--- src/rtl/irq_request_latch.sv ---
// Request front end for a 4-input priority encoder: synchronizes and edge-detects
// request lines into sticky pending bits, and runs a valid/ack handshake with a settle gap.
module irq_request_latch #(
    parameter int unsigned SYNC_STAGES = 2
) (
    input  logic       clk,
    input  logic       rst_n,
    input  logic [3:0] irq_in,
    input  logic [3:0] mask,
    output logic [3:0] pend_vec,
    output logic       irq_valid,
    input  logic       ack,
    input  logic [1:0] ack_idx,
    output logic [3:0] overflow,
    input  logic       clr_ovf
);

    typedef enum logic [1:0] {
        StIdle,
        StPend,
        StAcked
    } state_e;

    state_e     state_q, state_d;
    logic [3:0] sync_q [SYNC_STAGES];
    logic [3:0] prev_q;
    logic [3:0] pending_q, pending_d;
    logic [3:0] overflow_q, overflow_d;
    logic [3:0] evt;
    logic [3:0] clr_vec;
    logic [3:0] ovf_set;

    always_ff @(posedge clk or negedge rst_n) begin
        if (!rst_n) begin
            for (int i = 0; i < SYNC_STAGES; i++) begin
                sync_q[i] <= '0;
            end
            prev_q <= '0;
        end else begin
            sync_q[0] <= irq_in;
            for (int i = 1; i < SYNC_STAGES; i++) begin
                sync_q[i] <= sync_q[i-1];
            end
            prev_q <= sync_q[SYNC_STAGES-1];
        end
    end

    assign evt = sync_q[SYNC_STAGES-1] & ~prev_q;

    // Encoder index 00 names bit 3, so the clear vector shifts down from the MSB.
    always_comb begin
        clr_vec = '0;
        if (state_q == StPend && ack) begin
            clr_vec = 4'b1000 >> ack_idx;
        end
    end

    always_comb begin
        ovf_set    = evt & pending_q & ~clr_vec;
        pending_d  = evt | (pending_q & ~clr_vec);
        overflow_d = ovf_set | (clr_ovf ? 4'b0000 : overflow_q);
    end

    always_ff @(posedge clk or negedge rst_n) begin
        if (!rst_n) begin
            pending_q  <= '0;
            overflow_q <= '0;
        end else begin
            pending_q  <= pending_d;
            overflow_q <= overflow_d;
        end
    end

    assign pend_vec = pending_q & mask;
    assign overflow = overflow_q;

    // A masked-off request in PEND still waits for ack; only IDLE looks at pend_vec.
    always_comb begin
        state_d = state_q;
        unique case (state_q)
            StIdle:  if (|pend_vec) state_d = StPend;
            StPend:  if (ack) state_d = StAcked;
            StAcked: state_d = StIdle;
            default: state_d = StIdle;
        endcase
    end

    always_ff @(posedge clk or negedge rst_n) begin
        if (!rst_n) begin
            state_q <= StIdle;
        end else begin
            state_q <= state_d;
        end
    end

    assign irq_valid = (state_q == StPend);

endmodule

--- config.mk ---
export PLATFORM = sky130hd
export DESIGN_NAME = irq_request_latch
export DESIGN_NICKNAME = d
export VERILOG_FILES = /design/src/rtl/irq_request_latch.sv
export SDC_FILE = /design/constraint.sdc
export NUM_CORES = 1
export LEC_CHECK = 0
export CAP_MARGIN = 20
export CORE_MARGIN = 2
export CORE_UTILIZATION = 47
export DETAILED_ROUTE_END_ITERATION = 10
export GPL_ROUTABILITY_DRIVEN = 1
export GPL_TIMING_DRIVEN = 1
export PLACE_DENSITY_LB_ADDON = 0.12
export SLEW_MARGIN = 40
export SYNTH_ARGS = -nofsm -noshare
export SYNTH_HDL_FRONTEND = slang
export SYNTH_SLANG_ARGS = --single-unit
export TNS_END_PERCENT = 50
--- constraint.sdc ---
create_clock -name clk -period 1.42 [get_ports clk]
set_input_delay 0.213 -clock clk [delete_from_list [all_inputs] [get_ports clk]]
set_output_delay 0.213 -clock clk [all_outputs]
set_load 0.02 [all_outputs]
==> run summary <==
From left edge to right edge, the die measures 43.8 um. The type of element launching the critical path is a flop. The clock period could shrink to 1.36 ns. The tools report the total die area as 0.00192 mm^2. After synthesis, flip-flops and latches occupy 73.8% of the total area. The floorplan die height was 43.8 um; the mean number of vias per cell was 5.10. The average instance in the mapped netlist occupies 13.6 um^2. Summing every instance area after synthesis gives 746 um^2.

Setup repair after global routing left no endpoint under its margin. Port buffering added 22 buffers. The critical path starts at pending_q[3]. For the global-route wire length before repair, the log shows 2320 um.

The flow ran to the end, and the final reports show no timing, DRC or antenna violations. Once the clock tree was built, the setup fixing pass inserted 0 buffers. In this run the static leakage power is 0.501 nW.

The routability-driven placement congestion ratio was 0.736; the count of nets after finishing was 103. Data on the critical path is required at its endpoint by 1.21 ns. The critical path class is reg2out. In this design, the stage delay of the slowest critical-path cell is 0.40 ns. The tools report the net count after synthesis as 69.

Counting along the longest clock path gives a buffer depth of 2. The hold violation total from the final report is 0. After synthesis the netlist holds a flip-flop and latch count of 22.

23 I/O pins were placed. The logs give 23 for the pin count of the biggest net entering global routing and 0 for the count of hold buffers inserted by post-cts repair. The maximum operating frequency was 733 MHz; the total area of sequential cells was 551 um^2. The critical path crosses 2 cells after its start point. Counting tap cells, the placed design contains a total of 100 instances. The worst reg2reg path depth is 4, and the clock latency reported for the late side of the worst-skew pair is 0.30 ns. For the initial antenna violation count, the log shows 0.

Clock-pin slew was measured on the worst setup and hold paths at 0.11 ns. The startpoint of the worst-slack reg-to-reg timing path was state_q[1]. The run gives 0 as the max-slew violation total from the final report. For the worst setup path, the data arrival time is 1.15 ns. The tool flagged a number of max-cap violations equal to 0. In this run the clock root is driven by a sky130_fd_sc_hd__clkbuf_4. The run gives 0.00108 mm^2 as the area of all placed cells without fillers. At the pin with the least slew margin, the transition time is 0.294 ns. The count of nets left with antenna violations once routing finished came out at 0. TritonCTS built the clock tree. Leaving out fill and tap cells, the most frequent cell in the layout is sky130_fd_sc_hd__dfrtp_1.

The initial utilization of the core area, before any placement, comes to 50.1%. After filler insertion, the fill cell instance count of the layout stands at 108. The setup slack after layout is 0.0561 ns. The pre-antenna-repair detailed-routing pass consisted of 4 iterations. Measured on the finished design, the core utilization comes to 72.6%. Traced cell by cell, the critical path runs through and2_1 -> clkdlybuf4s15_1.

In this run, post-CTS repair resized a total of 11 instances. The tools report the number of DRC violations after detailed-routing iteration 0 as 5. Of the cells placed in the final design, the portion with a size suffix greater than 1 is 17.0%. The tools report the number of failing setup endpoints in the final timing report as 0. The core outline area is 0.00149 mm^2, and the post-synthesis cell count is 55.

The highest ir drop seen on vdd came out at 0.000872 V. Along the worst path, the maximum fanout reaches 2. The initialized floorplan defines 14 standard-cell rows. In the layout the commonest cells are sky130_fd_sc_hd__dfrtp_1 (22), sky130_fd_sc_hd__clkdlybuf4s50_1 (13), sky130_fd_sc_hd__buf_4 (7), sky130_fd_sc_hd__inv_1 (6), sky130_fd_sc_hd__dlygate4sd2_1 (5). The overflow left after global routing is 0, and the diode insertion count for antenna repair is 0. Across the routed clock network, the largest skew measured is 0.00209 ns.

The run gives 562 as the via count of the first global-routing pass. CTS buffer count: 3. After detailed routing, the average wire length per cell comes to 13.4 um.

The cell family contributing the most delay on the critical path is flip-flops. Hold is met by 0.239 ns. The combined buffer and inverter count along the critical path is 1, and the count of warnings emitted by yosys is 0.

For this block, the routed nets add up to 1390 um of wire. The tools report the footprint of the multi-input gates as 173 um^2. Nature of the critical path endpoint: a primary output. The clock net in this run drives a total of 22 sinks. The power per cell area was 1400 mW/mm^2. The finished layout holds 104 standard cells, fillers aside. Maximum level of the CTS H-tree: 1.

In this run the worst hold path is classified as in2async. Of the available clock period, the critical path in the final layout requires 96.1%. Slowest cell on the critical path: sky130_fd_sc_hd__dfrtp_1. For this run, the total global-route usage over all layers was measured as 17.4%. Timing analysis after detailed placement gives a worst setup slack of -0.198 ns. For this run, design rule violations remaining after detail routing come to 0. The number of vias in the routed layout was 530; the worst-case headroom to the max-slew limit was 80.2%.

Yosys mapped the design onto 16 distinct sky130hd cell types. The area growth from synthesis to layout is 45.0%. After detailed placement, the total cell area comes to 0.00104 mm^2.
## cells in the mapped netlist
library cell	instances	share of area, %
sky130_fd_sc_hd__dfrtp_1	22	74
sky130_fd_sc_hd__o22ai_1	3	2.5
sky130_fd_sc_hd__inv_1	6	3.0
sky130_fd_sc_hd__o21ai_0	3	2.0
sky130_fd_sc_hd__and3b_1	1	1.2
sky130_fd_sc_hd__nand2_1	4	2.0
sky130_fd_sc_hd__and2_1	4	3.4
sky130_fd_sc_hd__a221oi_1	1	1.2
sky130_fd_sc_hd__nand2b_1	4	3.4
sky130_fd_sc_hd__a31o_1	1	1.2
sky130_fd_sc_hd__nand4bb_1	1	1.5
sky130_fd_sc_hd__and2b_2	1	1.2
sky130_fd_sc_hd__nand4_1	1	0.84
sky130_fd_sc_hd__o22ai_2	1	1.7
sky130_fd_sc_hd__nor3_1	1	0.67
sky130_fd_sc_hd__nor2_1	1	0.50
## area by class of cell
class	instances	share of cell area (%)
flip-flops and latches	22	50.9
repair buffers	29	24.3
multi-input cells	27	16.0
clock inverters	1	2.78
clock buffers	3	2.08
inverters	6	2.08
well taps	16	1.85
## worst paths after layout
check                      slack (ns)          end
max in group asynchronous        0.98    prev_q[1]
setup / recovery                 0.06  pend_vec[3]
min in group clk                 0.33    sync_q[4]
setup reg to reg                 0.11  overflow[3]
hold reg to reg                  0.36    sync_q[2]
hold / removal                   0.24    sync_q[5]
## power breakdown
| group | switching (W) | total [W] | leakage [nW] | internal [W] |
|---|---|---|---|---|
| clock network | 0.000182 | 0.000467 | 0.0279 | 0.000285 |
| logic | 0.000160 | 0.000326 | 0.220 | 0.000166 |
| registers | 0.0000277 | 0.000720 | 0.253 | 0.000692 |
## logic make-up after synthesis
group | synth area share [%]
DFF | 73.8
and+or+nand+nor | 14.6
AOI/OAI and AO/OA | 8.56
buffers and inverters | 3.02
## per-layer routing
metal  track usage (%)  part of all wire, %  vias up
li1                  -                    -      254
met1              19.2                   40      251
met2              30.0                   51       20
met3              3.75                  6.3        5
met4              10.9                  2.5        0
met5                 0                    0        -
## state kept, by name, summed over array words and instances, names as in the netlist
signal     count
overflow       4
pending_q      4
prev_q         4
state_q        2
sync_q         8
## stage by stage
stage | total power (W) | TNS (ns)
2_1_floorplan | 0.000884 | 0
3_3_place_gp | 0.00107 | -0.730
3_5_place_dp | 0.00109 | -0.824
4_1_cts | 0.00153 | 0
5_1_grt | 0.00159 | 0
6_report | 0.00151 | 0
No activity file was read; power rests on OpenSTA's default activity.
